==> config.mk <==
export PLATFORM = sky130hd
export DESIGN_NAME = axi_wr_arbiter
export DESIGN_NICKNAME = d
export VERILOG_FILES = /design/src/rtl/axi_wr_arbiter.sv
export SDC_FILE = /design/constraint.sdc
export NUM_CORES = 1
export LEC_CHECK = 0
export ABC_AREA = 1
export CORE_AREA = 5 5 176 178
export CTS_CLUSTER_SIZE = 40
export DETAILED_ROUTE_END_ITERATION = 6
export DIE_AREA = 0 0 181 183
export PLACE_DENSITY_LB_ADDON = 0.15
export SYNTH_ARGS = -nofsm -noshare
export SYNTH_HDL_FRONTEND = slang
export SYNTH_SLANG_ARGS = --single-unit
==> constraint.sdc <==
create_clock -name clk -period 9 [get_ports clk]
set_clock_uncertainty 0.05 [all_clocks]
set_input_delay 2.7 -clock clk [delete_from_list [all_inputs] [get_ports clk]]
set_output_delay 2.7 -clock clk [all_outputs]
set_load 0.01 [all_outputs]
==> src/rtl/axi_wr_arbiter.sv <==
// axi_wr_arbiter: round-robin N:1 AXI write arbiter with W-order FIFO and B demux
// Ports:
//   clk, rstn                        rising-edge clock, asynchronous active-low reset
//   m_aw_valid/ready/id/addr         per-master AW channel
//   m_w_valid/ready/last/data/strb   per-master W channel
//   m_b_valid/ready, m_b_id/resp     per-master B handshake, shared B id/resp
//   s_aw_valid/ready/id/addr         slave AW channel, s_aw_id = {grant index, master id}
//   s_w_valid/ready/last/data/strb   slave W channel
//   s_b_valid/ready/id/resp          slave B channel, top IW id bits select the master
module axi_wr_arbiter #(
    parameter int MASTER_NUM = 2,
    parameter int ID_WIDTH   = 4,
    parameter int ADDR_WIDTH = 64,
    parameter int DATA_WIDTH = 64,
    parameter int FIFO_DEPTH = 4,
    localparam int IW = $clog2(MASTER_NUM),
    localparam int SW = DATA_WIDTH / 8
) (
    input  logic                                 clk,
    input  logic                                 rstn,
    input  logic [MASTER_NUM-1:0]                m_aw_valid,
    output logic [MASTER_NUM-1:0]                m_aw_ready,
    input  logic [MASTER_NUM-1:0][ID_WIDTH-1:0]  m_aw_id,
    input  logic [MASTER_NUM-1:0][ADDR_WIDTH-1:0] m_aw_addr,
    input  logic [MASTER_NUM-1:0]                m_w_valid,
    output logic [MASTER_NUM-1:0]                m_w_ready,
    input  logic [MASTER_NUM-1:0]                m_w_last,
    input  logic [MASTER_NUM-1:0][DATA_WIDTH-1:0] m_w_data,
    input  logic [MASTER_NUM-1:0][SW-1:0]        m_w_strb,
    output logic [MASTER_NUM-1:0]                m_b_valid,
    input  logic [MASTER_NUM-1:0]                m_b_ready,
    output logic [ID_WIDTH-1:0]                  m_b_id,
    output logic [1:0]                           m_b_resp,
    output logic                                 s_aw_valid,
    input  logic                                 s_aw_ready,
    output logic [ID_WIDTH+IW-1:0]               s_aw_id,
    output logic [ADDR_WIDTH-1:0]                s_aw_addr,
    output logic                                 s_w_valid,
    input  logic                                 s_w_ready,
    output logic                                 s_w_last,
    output logic [DATA_WIDTH-1:0]                s_w_data,
    output logic [SW-1:0]                        s_w_strb,
    input  logic                                 s_b_valid,
    output logic                                 s_b_ready,
    input  logic [ID_WIDTH+IW-1:0]               s_b_id,
    input  logic [1:0]                           s_b_resp
);
    localparam int PW = $clog2(FIFO_DEPTH);

    logic                   aw_vld;
    logic [ID_WIDTH+IW-1:0] aw_id;
    logic [ADDR_WIDTH-1:0]  aw_addr;
    logic [IW-1:0]          rr, win, head, b_idx;
    logic                   found, load, empty, full, pop, b_hit;
    logic [PW:0]            cnt;
    logic [PW-1:0]          wp, rp;
    logic [IW-1:0]          fifo [FIFO_DEPTH];

    function automatic logic [IW-1:0] wrap(input logic [IW:0] v);
        return (v >= (IW+1)'(MASTER_NUM)) ? IW'(v - (IW+1)'(MASTER_NUM)) : v[IW-1:0];
    endfunction

    // Scan from the farthest offset down so the nearest requester at/after rr wins last.
    always_comb begin
        win   = rr;
        found = 1'b0;
        for (int k = MASTER_NUM - 1; k >= 0; k--) begin
            if (m_aw_valid[wrap({1'b0, rr} + (IW+1)'(k))]) begin
                win   = wrap({1'b0, rr} + (IW+1)'(k));
                found = 1'b1;
            end
        end
    end

    assign empty = (cnt == '0);
    assign full  = (cnt == (PW+1)'(FIFO_DEPTH));
    assign head  = fifo[rp];
    // Gating with rstn keeps every m_aw_ready low for as long as reset is held.
    assign load  = rstn && found && !full && (!aw_vld || s_aw_ready);
    assign pop   = s_w_valid && s_w_ready && s_w_last;

    always_comb begin
        m_aw_ready      = '0;
        m_aw_ready[win] = load;
        m_w_ready       = '0;
        m_w_ready[head] = !empty && s_w_ready;
    end

    assign s_aw_valid = aw_vld;
    assign s_aw_id    = aw_id;
    assign s_aw_addr  = aw_addr;
    assign s_w_valid  = !empty && m_w_valid[head];
    assign s_w_last   = m_w_last[head];
    assign s_w_data   = m_w_data[head];
    assign s_w_strb   = m_w_strb[head];

    // Responses tagged with a nonexistent master index are accepted and dropped.
    assign b_idx     = s_b_id[ID_WIDTH +: IW];
    assign b_hit     = ({1'b0, b_idx} < (IW+1)'(MASTER_NUM));
    assign s_b_ready = b_hit ? m_b_ready[b_idx] : 1'b1;
    assign m_b_id    = s_b_id[ID_WIDTH-1:0];
    assign m_b_resp  = s_b_resp;

    always_comb begin
        m_b_valid = '0;
        if (b_hit) m_b_valid[b_idx] = s_b_valid;
    end

    always_ff @(posedge clk or negedge rstn) begin
        if (!rstn) begin
            aw_vld <= 1'b0;
            rr     <= '0;
            cnt    <= '0;
            wp     <= '0;
            rp     <= '0;
        end else begin
            aw_vld <= load || (aw_vld && !s_aw_ready);
            if (load) rr <= wrap({1'b0, win} + (IW+1)'(1));
            if (load) wp <= wp + PW'(1);
            if (pop) rp <= rp + PW'(1);
            cnt <= cnt + (PW+1)'(load) - (PW+1)'(pop);
        end
    end

    always_ff @(posedge clk) begin
        if (load) begin
            aw_id    <= {win, m_aw_id[win]};
            aw_addr  <= m_aw_addr[win];
            fifo[wp] <= win;
        end
    end
endmodule

Word level (Yosys, flattened, before mapping)
Memories as Yosys holds them, arrays and structs flattened.
Index checks and enable logic that the tools add are counted.
{"block": "classes", "eq_ne": 1, "n_bitwise": 3, "n_addsub": 9, "n_mux": 33, "n_reduce_logical": 18, "multipliers": 0, "n_shift": 0, "n_lt_le_gt_ge": 11, "div_mod_pow": 0}
{"operator": "two-way mux 64 bit", "n": 4}
{"operator": "two-way mux 1 bit", "n": 22}
{"operator": "two-way mux 8 bit", "n": 2}
{"operator": "logical AND 1 bit", "n": 11}
{"operator": "< comparator 1 x 2 -> 1 bit, second input constant", "n": 5}
{"operator": "two-way mux 4 bit", "n": 2}
{"operator": "bitwise AND 2 bit", "n": 3}
{"operator": "adder 1 x 1 -> 2 bit, second input constant", "n": 2}
{"operator": "adder 2 x 1 -> 2 bit, second input constant", "n": 2}
{"operator": "greater-or-equal comparator 2 bit, second input constant", "n": 2}
{"operator": "zero test 1 bit", "n": 4}
{"operator": "adder 3 x 1 -> 3 bit", "n": 1}
{"operator": "demux 1 bit (select 1 bit)", "n": 3}
{"operator": "== test 3 bit, second input constant", "n": 1}
{"operator": "greater-or-equal comparator 1 bit, second input constant", "n": 3}
{"operator": "zero test 3 bit", "n": 1}
{"operator": "subtractor 1 bit, second input constant", "n": 3}
{"operator": "subtractor 3 x 1 -> 3 bit", "n": 1}
{"operator": "greater-or-equal comparator 1 x 2 -> 1 bit, second input constant", "n": 1}
{"operator": "logical OR 1 bit", "n": 2}
{"block": "word_totals", "mem_bits_rw": 4, "latchBits": 0, "mem_bits_ro": 0, "register_bits": 78, "n_memories": 1, "word_cells": 83}
{"name": "fifo", "words": 4, "word_bits": 1, "rd": 1, "rd_ports_with_merged_regs": 0, "write_ports": 1, "line_no": "57", "text": "logic [IW-1:0] fifo [FIFO_DEPTH];"}

Longest topological paths before layout
{"block": "depth", "depth_word": 12, "mapped_depth": 15}

Worst setup path before layout
Ideal clock, no wire load.
{"block": "synth_timing", "path_type": "input -> output", "start": "input port m_aw_valid[0]", "end": "output port m_aw_ready[1]", "path_buffers": 0, "arrival_time_ns": 5.397, "stages": 4, "required_ns": 6.250, "path_slack_ns": 0.853, "cell_sequence": "o211ai_1 > nor2_2 > inv_1 > nor2_1"}
{"block": "synth_between", "word_cells_on_any_way": 17}
{"item": "start, declared", "line_no": "21", "text": "input logic [MASTER_NUM-1:0] m_aw_valid,"}
{"item": "two-way mux 1 bit (implied by the code) (2 in series)", "line_no": "68", "text": "if (m_aw_valid[wrap({1'b0, rr} + (IW+1)'(k))]) begin"}
{"item": "two-way mux 1 bit", "line_no": "68"}
{"item": "two-way mux 1 bit (*)", "line_no": "68"}
{"item": "logical AND 1 bit (*) (3 in series)", "line_no": "79", "text": "assign load = rstn && found && !full && (!aw_vld || s_aw_ready);"}
{"item": "named net load", "line_no": "54", "text": "logic found, load, empty, full, pop, b_hit;"}
{"item": "bitwise AND 2 bit (no source line) (*)"}
{"item": "end, declared", "line_no": "22", "text": "output logic [MASTER_NUM-1:0] m_aw_ready,"}
Mark *: on every way through the listed nets, which the timed path passes. The rest lies on a longest branch. The select of a mux whose other input is x is not followed.

Final worst setup path
{"block": "layout_timing", "start": "input port rstn", "end": "output port m_aw_ready[1]"}
{"block": "layout_between", "elab_chain_len": 4}
{"item": "start, declared", "line_no": "20", "text": "input logic rstn,"}
{"item": "logical AND 1 bit (3 in series)", "line_no": "79"}
{"item": "named net load", "line_no": "54"}
{"item": "bitwise AND 2 bit (no source line)"}
The timed path passes the listed nets, and every way through them passes these cells.

==> results.json <==
{
  "outcome": "completed",
  "synth_flop_cell": "edfxtp_1",
  "antennaDiodeCount": 0,
  "initial_core_util_pct": 16.37,
  "final_common_cell": "clkdlybuf4s50_1",
  "ys_seq_elements": 82,
  "hpwl_um": 19600,
  "min_period_ns": 7.726,
  "detail-route-antenna-nets": 0,
  "clk_root_buffer_cell": "clkbuf_16",
  "yosysUniqueCellTypes": 27,
  "p_leak_uw": 0.004222,
  "setup_tns_ns": 0,
  "numClockSinks": 82,
  "p_int_uw": 1404,
  "timing.final.crit_share_pct": 85.84,
  "fp.dieH_um": 183,
  "vias": 5375,
  "switching_power_uw": 935.2,
  "peakVddDrop_mv": 0.1325,
  "grt_pass1_wl_um": 35110,
  "gp_congestion": 0.8405,
  "critPathKind": "in -> out",
  "first_iter_violations": 159,
  "grt_pass1_vias": 5531,
  "synth_edf_count": 73,
  "clk_latency_ns": 0.33,
  "setup_viol": 0,
  "seq_area_um2": 2417,
  "dieWidth_um": 181,
  "ctsLongestPathBuffers": 2,
  "htree_levels": 3,
  "start_kind": "input pin",
  "num_rows": 63,
  "async_flop_share_pct": 10.98,
  "max_clock_freq_mhz": 129.4,
  "p_per_area_nw_per_um2": 239.9,
  "synthCells": 623,
  "die_area_um2": 33120,
  "overflow": 0,
  "syn_nets": 930,
  "first_pass_iters": 4,
  "syn_avg_cell_area_um2": 7.682,
  "tightest_slew_ns": 0.8420,
  "core_area_um2": 29240,
  "hp-class": "reg -> reg",
  "worstSetupEndpointType": "output pin",
  "cts_inserted_buffers": 9,
  "critPathMaxFanout": 14,
  "antenna_found_initial": 1,
  "worst_hold_slack_ns": 0.4359,
  "final_hold_viol_count": 0,
  "ys_seq_area_share_pct": 50.51,
  "portBuffers": 444,
  "pwr-share-comb_pct": 59.8,
  "ctsHoldBuffers": 0,
  "max_slew_margin_pct": 43.86,
  "grt_setup_unrepaired": "false",
  "syn-cell-area_um2": 4786,
  "drive_above_1_share_pct": 3.045,
  "yosys_warnings": 0,
  "swShare_pct": 39.98,
  "drc": 0,
  "fill_cells": 3098,
  "totalWireLength_um": 24250,
  "seq_power_share_pct": 24.1,
  "cts_tree": "built",
  "maxCapViolCount": 0,
  "arrival_ns": 4.98,
  "layout_common_cells": "clkdlybuf4s50_1, nand2_1, edfxtp_1",
  "clkSlewWorstSetupHoldPaths_ns": 0.06,
  "p_clk_share_pct": 16.1,
  "final_nets": 1353,
  "cts_resized": 0,
  "grt_start_max_net_pins": 76,
  "drv_slew": 0,
  "post_drt_wl_per_cell_um": 16.83,
  "syn2layout_area_growth_pct": 103.7,
  "ios": 457,
  "multiInputGateArea_um2": 1984,
  "worstPathRequired_ns": 6.25,
  "cts_setup_buffers": 0,
  "via_per_inst": 3.730,
  "gr-usage-all-layers_pct": 13.91
}
metrics by stage:
step / setup slack [ns] / util, % / area, um2 / std cells / power, uW
floorplan: 0.8535 / - / 4786 / 623 / 1280
global placement: 1.155 / 32.30 / 9447 / 1425 / 2021
detailed placement: 1.120 / 32.30 / 9447 / 1425 / 2018
CTS: 1.120 / 33.33 / 9748 / 1441 / 2413
global route: 0.9926 / 33.33 / 9748 / 1441 / 2519
finish: 1.274 / 33.33 / 9748 / 1441 / 2339
layer usage:
metal  wire [um]  global-route usage, %
met1        9018                  14.93
met4         148                  2.642
met5          13                      0
met2       12030                  24.53
met3        3045                  7.576
cell type report:
type | instances | area share [%]
Clock inverter | 7 | 0.7830
Sequential cell | 82 | 24.80
Multi-Input combinational cell | 483 | 20.36
Clock buffer | 9 | 2.310
Inverter | 22 | 0.8471
Tap cell | 390 | 5.006
Timing Repair Buffer | 448 | 45.90
registers in the layout (all words and copies together), names as in the netlist:
register / count
rr: 1
fifo: 4
wp: 2
s_aw_addr: 64
s_aw_id: 5
s_aw_valid: 1
cnt: 3
rp: 2
worst max-delay path: stages:
cell	delay (ns)
clkdlybuf4s50_1	0.75
o211ai_1	0.24
nor2_4	0.38
inv_1	0.18
nor2_1	0.12
clkdlybuf4s50_1	0.59
power groups by stage:
stage	registers, uW	clock network (uW)	logic, uW
3_3_place_gp	571	0	1450
6_report	564	377	1400
3_5_place_dp	574	0	1440
4_1_cts	566	394	1450
5_1_grt	573	409	1540
2_1_floorplan	599	0	681
final timing paths:
kind	slack (ns)	startpoint	endpoint	cells after the start
worst max-delay path	1.27	rstn	m_aw_ready[1]	6
worst min-delay path	0.44	cnt[1]$_DFF_PN0_	cnt[2]$_DFF_PN0_	1
worst max register to register	5.88	rp[0]$_DFFE_PN0P_	cnt[2]$_DFF_PN0_	15
worst min register to register	0.44	cnt[1]$_DFF_PN0_	cnt[2]$_DFF_PN0_	1
max in group asynchronous	5.95	rstn	rp[0]$_DFFE_PN0P_	1
min in group asynchronous	2.63	rstn	s_aw_valid$_DFF_PN0_	1
synth_stat cells (2+ instances only):
| library cell | n | area share (%) |
|---|---|---|
| o21ai_0 | 2 | 0.21 |
| ha_1 | 6 | 1.6 |
| nand4_1 | 2 | 0.26 |
| nand2_1 | 444 | 35 |
| nor2_1 | 9 | 0.71 |
| clkbuf_1 | 10 | 0.78 |
| nand2_2 | 2 | 0.26 |
| buf_2 | 3 | 0.31 |
| nand3_2 | 2 | 0.42 |
| xor2_1 | 3 | 0.55 |
| inv_1 | 19 | 1.5 |
| edfxtp_1 | 73 | 46 |
| nor2_2 | 2 | 0.26 |
| buf_6 | 5 | 1.2 |
| buf_8 | 7 | 2.2 |
| buf_4 | 7 | 1.1 |
| clkbuf_8 | 4 | 1.2 |
| dfrtp_1 | 9 | 4.7 |
| nand3_1 | 4 | 0.42 |
| inv_2 | 3 | 0.24 |
cells by family after synthesis:
logic type,after synthesis,share of synthesized area [%]
and+or+nand+nor,467,37.54
DFF,82,50.51
buffers and inverters,58,8.444
adders and majority gates,7,1.987
AOI/OAI and AO/OA,4,0.5491
xor gates and xnor gates,4,0.7322
muxes,1,0.2353
Power figures use the tool's default switching activity.
